$ cat config.mk
export PLATFORM = sky130hd
export DESIGN_NAME = ssb_tracking_ctrl
export DESIGN_NICKNAME = d
export VERILOG_FILES = /design/src/rtl/ssb_tracking_ctrl.sv
export SDC_FILE = /design/constraint.sdc
export NUM_CORES = 1
export LEC_CHECK = 0
export CELL_PAD_IN_SITES_DETAIL_PLACEMENT = 0
export CELL_PAD_IN_SITES_GLOBAL_PLACEMENT = 2
export CORE_UTILIZATION = 31
export DETAILED_ROUTE_END_ITERATION = 16
export PLACE_DENSITY = 0.9
export SYNTH_ARGS = -nofsm -noshare
export SYNTH_HDL_FRONTEND = slang
export SYNTH_SLANG_ARGS = --single-unit
$ cat constraint.sdc
create_clock -name clk_i -period 2.4 [get_ports clk_i]
set_input_delay 0.72 -clock clk_i [delete_from_list [all_inputs] [get_ports clk_i]]
set_output_delay 0.72 -clock clk_i [all_outputs]
set_load 0.01 [all_outputs]
$ cat src/rtl/ssb_tracking_ctrl.sv
// SSB tracking controller: steers the PSS detector between full search,
// correlator pause between SSBs, and a narrow FIND window around the next
// expected SSB for the locked N_id_2. Drops lock after a run of empty windows.
module ssb_tracking_ctrl #(
    parameter int SSB_INTERVAL    = 38400,
    parameter int TRACK_TOLERANCE = 100,
    parameter int MAX_MISSES      = 3,
    parameter int CNT_W           = $clog2(SSB_INTERVAL + TRACK_TOLERANCE + 1),
    parameter int MISS_W          = $clog2(MAX_MISSES + 1)
) (
    input  logic              clk_i,
    input  logic              reset_ni,
    input  logic              enable_i,
    input  logic              s_axis_in_tvalid,
    input  logic [1:0]        N_id_2_i,
    input  logic              N_id_2_valid_i,
    output logic [1:0]        mode_o,
    output logic [1:0]        requested_N_id_2_o,
    output logic              locked_o,
    output logic              ssb_found_o,
    output logic              lock_lost_o,
    output logic [MISS_W-1:0] miss_cnt_o,
    output logic [1:0]        state_o,
    output logic [CNT_W-1:0]  sample_cnt_o
);

    typedef enum logic [1:0] {
        IDLE   = 2'd0,
        SEARCH = 2'd1,
        PAUSE  = 2'd2,
        FIND   = 2'd3
    } state_t;

    localparam logic [1:0] MODE_SEARCH = 2'd0;
    localparam logic [1:0] MODE_FIND   = 2'd1;
    localparam logic [1:0] MODE_PAUSE  = 2'd2;

    // Last PAUSE count before the window opens, and last count inside the window.
    localparam logic [CNT_W-1:0]  PAUSE_END = CNT_W'(SSB_INTERVAL - TRACK_TOLERANCE - 1);
    localparam logic [CNT_W-1:0]  WIN_END   = CNT_W'(SSB_INTERVAL + TRACK_TOLERANCE - 1);
    // After a miss the counter is placed where the expected peak would have
    // been TRACK_TOLERANCE samples ago, so the next window stays centred.
    localparam logic [CNT_W-1:0]  REANCHOR  = CNT_W'(TRACK_TOLERANCE);
    localparam logic [MISS_W-1:0] MISS_LAST = MISS_W'(MAX_MISSES - 1);

    state_t             state, state_nxt;
    logic [CNT_W-1:0]   cnt_nxt;
    logic [MISS_W-1:0]  miss_nxt;
    logic               lock_nxt;
    logic [1:0]         req_nxt;
    logic               found_nxt;
    logic               lost_nxt;
    logic [1:0]         mode_nxt;
    logic               match;

    assign match   = N_id_2_valid_i && (N_id_2_i == requested_N_id_2_o);
    assign state_o = state;

    // Register state and every output; async reset returns all to idle values.
    always_ff @(posedge clk_i or negedge reset_ni) begin
        if (!reset_ni) begin
            state              <= IDLE;
            mode_o             <= MODE_PAUSE;
            requested_N_id_2_o <= 2'd0;
            locked_o           <= 1'b0;
            ssb_found_o        <= 1'b0;
            lock_lost_o        <= 1'b0;
            miss_cnt_o         <= '0;
            sample_cnt_o       <= '0;
        end else begin
            state              <= state_nxt;
            mode_o             <= mode_nxt;
            requested_N_id_2_o <= req_nxt;
            locked_o           <= lock_nxt;
            ssb_found_o        <= found_nxt;
            lock_lost_o        <= lost_nxt;
            miss_cnt_o         <= miss_nxt;
            sample_cnt_o       <= cnt_nxt;
        end
    end

    // Next-state and next-output logic; enable_i low overrides every event.
    always_comb begin
        state_nxt = state;
        cnt_nxt   = sample_cnt_o;
        miss_nxt  = miss_cnt_o;
        lock_nxt  = locked_o;
        req_nxt   = requested_N_id_2_o;
        found_nxt = 1'b0;
        lost_nxt  = 1'b0;

        if (!enable_i) begin
            state_nxt = IDLE;
            cnt_nxt   = '0;
            miss_nxt  = '0;
            lock_nxt  = 1'b0;
        end else begin
            case (state)
                IDLE: begin
                    state_nxt = SEARCH;
                    cnt_nxt   = '0;
                    miss_nxt  = '0;
                    lock_nxt  = 1'b0;
                end
                SEARCH: begin
                    if (N_id_2_valid_i) begin
                        req_nxt   = N_id_2_i;
                        cnt_nxt   = '0;
                        miss_nxt  = '0;
                        found_nxt = 1'b1;
                        state_nxt = PAUSE;
                    end
                end
                PAUSE: begin
                    if (s_axis_in_tvalid) begin
                        cnt_nxt = sample_cnt_o + CNT_W'(1);
                        if (sample_cnt_o == PAUSE_END) state_nxt = FIND;
                    end
                end
                FIND: begin
                    if (match) begin
                        cnt_nxt   = '0;
                        miss_nxt  = '0;
                        lock_nxt  = 1'b1;
                        found_nxt = 1'b1;
                        state_nxt = PAUSE;
                    end else if (s_axis_in_tvalid) begin
                        if (sample_cnt_o == WIN_END) begin
                            if (miss_cnt_o == MISS_LAST) begin
                                lock_nxt  = 1'b0;
                                miss_nxt  = '0;
                                lost_nxt  = 1'b1;
                                cnt_nxt   = '0;
                                state_nxt = SEARCH;
                            end else begin
                                miss_nxt  = miss_cnt_o + MISS_W'(1);
                                cnt_nxt   = REANCHOR;
                                state_nxt = PAUSE;
                            end
                        end else begin
                            cnt_nxt = sample_cnt_o + CNT_W'(1);
                        end
                    end
                end
                default: state_nxt = IDLE;
            endcase
        end

        case (state_nxt)
            SEARCH:  mode_nxt = MODE_SEARCH;
            FIND:    mode_nxt = MODE_FIND;
            default: mode_nxt = MODE_PAUSE;
        endcase
    end

endmodule

==> metrics.txt, run 1 <==
Setup crit start kind input pin; worst clock skew 0.00621 ns; post-DP HPWL 3100 um; CTS resizes 0; Die ar. 5440 um^2; post-CTS setup buffer count 0; Starting Density 0.329; combinational share of power 0.251; Die Span Y between 70 and 80 um; setup violators final 0; largest net degree at the start of global routing 28; hold crit path type reg2reg; switching portion of total power 0.294; Rows 25; #FFs+latches synth 27; first-pass GRT wire length ~7000 um; Slew Limit Headroom 0.748; Post-synth ARST share 1.00; crit share post-route 0.932; Reg power frac 0.489; CP Class in2reg; Core ar. 4850 um^2; Int Power 742 uW; CP Data Arrival Time 2.41 ns; DR vias 1,450; fill count 477; final hold violations 0; synthesized area 1600 um^2; deepest clock path buffer count 2; Clk pwr share 0.260; CP max FO 7; initial antenna violation count 0; FMAX around 0.45 GHz; commonest non-fill, non-tap cells in the layout clkdlybuf4s50_1 (33), buf_4 (27), dfrtp_1 (26); gr usage total 0.167; Worst-path clk slew 0.10 ns; RSZ-0062 raised after global routing no; commonest non-fill, non-tap cell in the layout clkdlybuf4s50_1; Worst path most repeated cell buf_4; Remaining Overflow, GRT 0; final wirelength 4050 um; antenna-violating nets left 0; CTS HTree Levels 1; drt via density 5.00; clk sink count 27; max cap viols 0; drt pass-1 iters 4; hold buffers post-CTS 0; CP Capture Type flop; Root Driver clkbuf_8; gpl congestion 0.842; Clk Latency, worst-skew pair 0.28 ns; Primary FF master, synth dfrtp_1; Peak VDD IR 0.000193 V; Cells after Synth about 170; status finished, final reports clean; CP max stage cell clkdlybuf4s50_1; Remaining DRCs 0; number of buffers created by CTS 3; layout cell share with drive strength beyond 1 0.229; Post-Layout Cell Count 290; Placed Instances about 290; Die W 73.7 um; Mapped Nets ~170; pwr dens 474 nW/um^2; Post-synth EDFFs 0; overall power 1.05 mW; Area growth syn-to-layout 38.7%; number of global-route vias before repair 1,426; io pins 34; CP required 2.57 ns; register area share after synthesis 0.424; Initial DRC Count slightly above 60; Port Buffers 33; NetSw between 300 and 400 uW; WL/cell 13.9 um; multi-input logic area between 800 and 900 um^2; worst-margin pin slew approximately 0.38 ns; TritonCTS clock tree yes; Leak 0.927 nW; Mean Syn Cell Area 9.61 um^2; FF+latch area 677 um^2; Final Critical Period roughly 2.2 ns; CP max stage delay 0.43 ns; final slew viol count 0; Ys Warns 0; n_diodes 0; Nets 232; synth unique cells 56; crit-path cells clkdlybuf4s50_1 > xor2_1 > nor3_1 > buf_4 > a211oi_1 > buf_4 > buf_4 > a31oi_1 > o31ai_1
==> final timing paths <==
check                                            from               endpoint  slack (ns)  depth (start not counted)
max in group asynchronous                    reset_ni              mode_o[1]        1.29                          2
min in group asynchronous                    reset_ni          miss_cnt_o[0]        0.81                          2
worst min register to register  requested_N_id_2_o[0]  requested_N_id_2_o[0]        0.56                          1
worst max register to register        sample_cnt_o[3]       sample_cnt_o[13]        0.30                          7
worst max-delay path                      N_id_2_i[1]       sample_cnt_o[13]        0.16                          9
worst min-delay path            requested_N_id_2_o[0]  requested_N_id_2_o[0]        0.56                          1
==> worst max-delay path, delay by kind of cell <==
family	cells	cell delay, ns
AND/OR/NAND/NOR	1	0.28
buffers and inverters	4	0.94
XOR/XNOR	1	0.16
AO/OA/AOI/OAI	3	0.29
==> cells by family (layout without fill, tap and decap cells) <==
kind of cell	after synthesis	count (layout)	synth area share
AND/OR/NAND/NOR	72	72	0.260
AO/OA/AOI/OAI	39	39	0.182
flip-flops	27	27	0.424
buffers and inverters	15	72	0.0486
XOR/XNOR	8	8	0.0439
multiplexers	4	4	0.0329
adder cells (fa/ha/maj)	1	1	0.00784
==> state kept, by name (all words and copies together), names as in the netlist <==
name	cells
mode_o	2
requested_N_id_2_o	2
miss_cnt_o	2
locked_o	1
lock_lost_o	1
sample_cnt_o	16
ssb_found_o	1
state_o	2
==> power by group through the flow <==
stage | registers, mW | logic, mW | clock network [mW]
after global placement | 0.523 | 0.268 | 0
after detailed placement | 0.522 | 0.265 | 0
after CTS | 0.513 | 0.267 | 0.284
final | 0.513 | 0.264 | 0.273
after global routing | 0.518 | 0.288 | 0.301
after floorplan | 0.523 | 0.125 | 0
==> synth_stat cells, types with 2 or more instances <==
cell,instances,area (um^2)
inv_1,8,30.0
nor3b_1,2,15.0
nand4_1,3,18.8
xor2_1,8,70.1
nor2_1,12,45.0
nor2b_1,5,31.3
mux2_2,2,22.5
o21ai_0,7,35.0
o31ai_1,3,22.5
nor4_1,2,12.5
nand2_1,16,60.1
nor4b_1,2,17.5
nand3_1,7,35.0
a21oi_1,8,40.0
buf_4,2,15.0
or4_1,2,15.0
mux2_4,2,30.0
or4_4,2,22.5
dfrtp_1,26,651
a21o_1,2,15.0
o2111ai_1,3,26.3
nor3_1,4,20.0
buf_2,3,15.0
o211ai_1,3,22.5
==> routing by layer <==
metal  track usage  up-vias  part of all wire
met2         0.247       41              0.44
met5             0        -                 0
met4        0.0684        0             0.018
met1         0.243      676              0.50
li1              -      726                 -
met3        0.0233        7             0.040
==> per-stage QoR <==
step / TNS, ns / setup WS [ns] / hold WS (ns) / area, um^2 / utilization
2_1_floorplan: 0 / 0.357 / 0.424 / 1600 / -
3_3_place_gp: -0.884 / -0.121 / 0.544 / 2160 / 0.446
3_5_place_dp: -0.974 / -0.145 / 0.546 / 2160 / 0.446
4_1_cts: 0 / 0.156 / 0.568 / 2210 / 0.457
5_1_grt: 0 / 0.0665 / 0.592 / 2210 / 0.457
6_report: 0 / 0.162 / 0.563 / 2210 / 0.457
==> area by class of cell <==
| cell class | instances | area share |
|---|---|---|
| clock buffers | 3 | 0.0187 |
| clock inverters | 1 | 0.00339 |
| inverters | 8 | 0.0136 |
| multi-input cells | 124 | 0.380 |
| flip-flops and latches | 27 | 0.306 |
| well taps | 67 | 0.0379 |
| repair buffers | 60 | 0.241 |
Note: power is estimated with default switching activity, not from simulation.
==> run 2: changes to the inputs <==
--- a/config.mk
+++ b/config.mk
@@ -7,6 +7,7 @@
 export LEC_CHECK = 0
 export CELL_PAD_IN_SITES_DETAIL_PLACEMENT = 0
 export CELL_PAD_IN_SITES_GLOBAL_PLACEMENT = 2
+export CORE_ASPECT_RATIO = 0.9
 export CORE_UTILIZATION = 31
 export DETAILED_ROUTE_END_ITERATION = 16
 export PLACE_DENSITY = 0.9
==> constraint.sdc (replaced) <==
create_clock -name clk_i -period 2.1 [get_ports clk_i]
set_input_delay 0.63 -clock clk_i [delete_from_list [all_inputs] [get_ports clk_i]]
set_output_delay 0.63 -clock clk_i [all_outputs]
set_load 0.01 [all_outputs]
==> run 2 against run 1 <==
Against the previous run: cell area rose by 7.7%; clock power increased by 9.2%; setup slack got worse by 0.076 ns; register-to-register slack worse by 0.18 ns; die area is essentially flat; count of clock-buffer cells in the layout increased by 1; critical path depth decreased by 7; total power up 17%; cell count rose by 3.4%; global-route usage up 0.21 points; worst hold slack improved by 0.017 ns; highest routed layer unchanged.
==> metrics.txt, run 2 (synthesized netlist as in run 1, its figures left out) <==
status finished, final reports clean; RSZ-0062 raised after global routing no; final slew viol count 0; max FFs per register 16; Remaining Overflow, GRT 0; DR vias 1,532; gpl congestion around 0.86; Nets 244; dpl cell area 2250 um^2; deepest clock path buffer count 2; Min-Delay Path Depth 1; DRT met1 WL 2220 um; CP max FO 5; Most flops, register sample_cnt_o; worst-margin pin slew approximately 0.36 ns; Remaining DRCs 0; CP Class reg2out; hold buffers post-CTS 0; commonest non-fill, non-tap cells in the layout buf_4 (38), clkdlybuf4s50_1 (29), dfrtp_1 (25); antenna-violating nets left 0; DR top layer met4; multi-input logic area slightly above 900 um^2; Setup crit start kind flop; final instance area 2380 um^2; final wirelength between 4000 and 5000 um; hold crit path type reg2reg; Slew Limit Headroom 0.760; gr usage total 0.169; CP max stage cell clkdlybuf4s50_1; routed wl met2 1900 um; setup violators final 0; layout cell share with drive strength beyond 1 0.311; FMAX 0.497 GHz; Area growth syn-to-layout 49.5%; Starting Density 0.326; io pins 34; CP required 1.47 ns; Port Buffers 33; number of buffers created by CTS 3; CP max stage delay 0.52 ns; CP Data Arrival Time 1.38 ns; Core ar. around 5000 um^2; FF+latch area 678 um^2; pwr dens 514 nW/um^2; Final Critical Period 2.01 ns; TritonCTS clock tree yes; Initial DRC Count 82; Die Span Y approximately 70 um; WL/cell roughly 14 um; Leak 1.04 nW; first-pass GRT wire length 7160 um; Rows 24; clk sink count 27; Clk Latency, worst-skew pair 0.28 ns; post-CTS setup buffer count 0; number of global-route vias before repair 1,470; commonest non-fill, non-tap cell in the layout buf_4; Die W 77.6 um; n_diodes 0; final hold violations 0; initial antenna violation count 0; largest net degree at the start of global routing 28; CP Capture Type output port; crit-path cells buf_4 > clkdlybuf4s50_1; worst clock skew 0.00956 ns; max cap viols 0; drt via density 5.11; drt pass-1 iters 4; Die ar. 5440 um^2; reg2reg path depth 6; Peak VDD IR 0.000318 V; fill count 462; Root Driver clkbuf_8; post-DP HPWL 3330 um; Worst-path clk slew 0.10 ns; CTS HTree Levels 1; metal3 WL 171 um; crit share post-route 0.959; final core occ 0.487
-- run 2: final cells by class --
class	count	share of cell area
clock buffers	4	0.0189
inverters	8	0.0126
multi-input cells	124	0.383
flip-flops and latches	27	0.284
well taps	65	0.0341
repair buffers	72	0.267
-- run 2: metrics by stage --
step                hold WS (ns)  worst slack (ns)  setup TNS, ns  cells  total power, mW
floorplan                  0.334            0.0568              0    166            0.740
global route               0.611            0.0381              0    300             1.29
finish                     0.580            0.0864              0    300             1.23
CTS                        0.589           -0.0229        -0.0408    300             1.23
detailed placement         0.544            -0.380          -5.71    296            0.912
global placement           0.542            -0.346          -4.99    296            0.910
-- run 2: routing by layer --
layer	GRT usage	vias up
met1	0.255	741
met3	0.0288	5
met4	0.0273	0
met2	0.255	38
met5	0	-
li1	-	748
-- run 2: timing repair --
action                     in CTS  in global routing
resized for setup               3                 16
pin swaps                       0                  2
setup endpoints to repair       9                 18
hold endpoints to repair        0                  0
-- run 2: final timing paths --
| kind | start | end | slack (ns) |
|---|---|---|---|
| worst max-delay path | sample_cnt_o[8] | sample_cnt_o[8] | 0.09 |
| worst min-delay path | miss_cnt_o[1] | miss_cnt_o[1] | 0.58 |
| worst max register to register | sample_cnt_o[7] | sample_cnt_o[15] | 0.12 |
| worst min register to register | miss_cnt_o[1] | miss_cnt_o[1] | 0.58 |
| max in group asynchronous | reset_ni | mode_o[1] | 1.06 |
| min in group asynchronous | reset_ni | ssb_found_o | 0.73 |
-- run 2: report_power, final --
part | internal, mW | switching, mW
Clock | 0.136 | 0.162
Combinational | 0.174 | 0.168
Sequential | 0.552 | 0.0346
Total | 0.862 | 0.364
-- run 2: worst max-delay path, delay by kind of cell (launching register included) --
kind / cells / cell delay (ns)
buffers and inverters: 2 / 0.67
DFF: 1 / 0.44
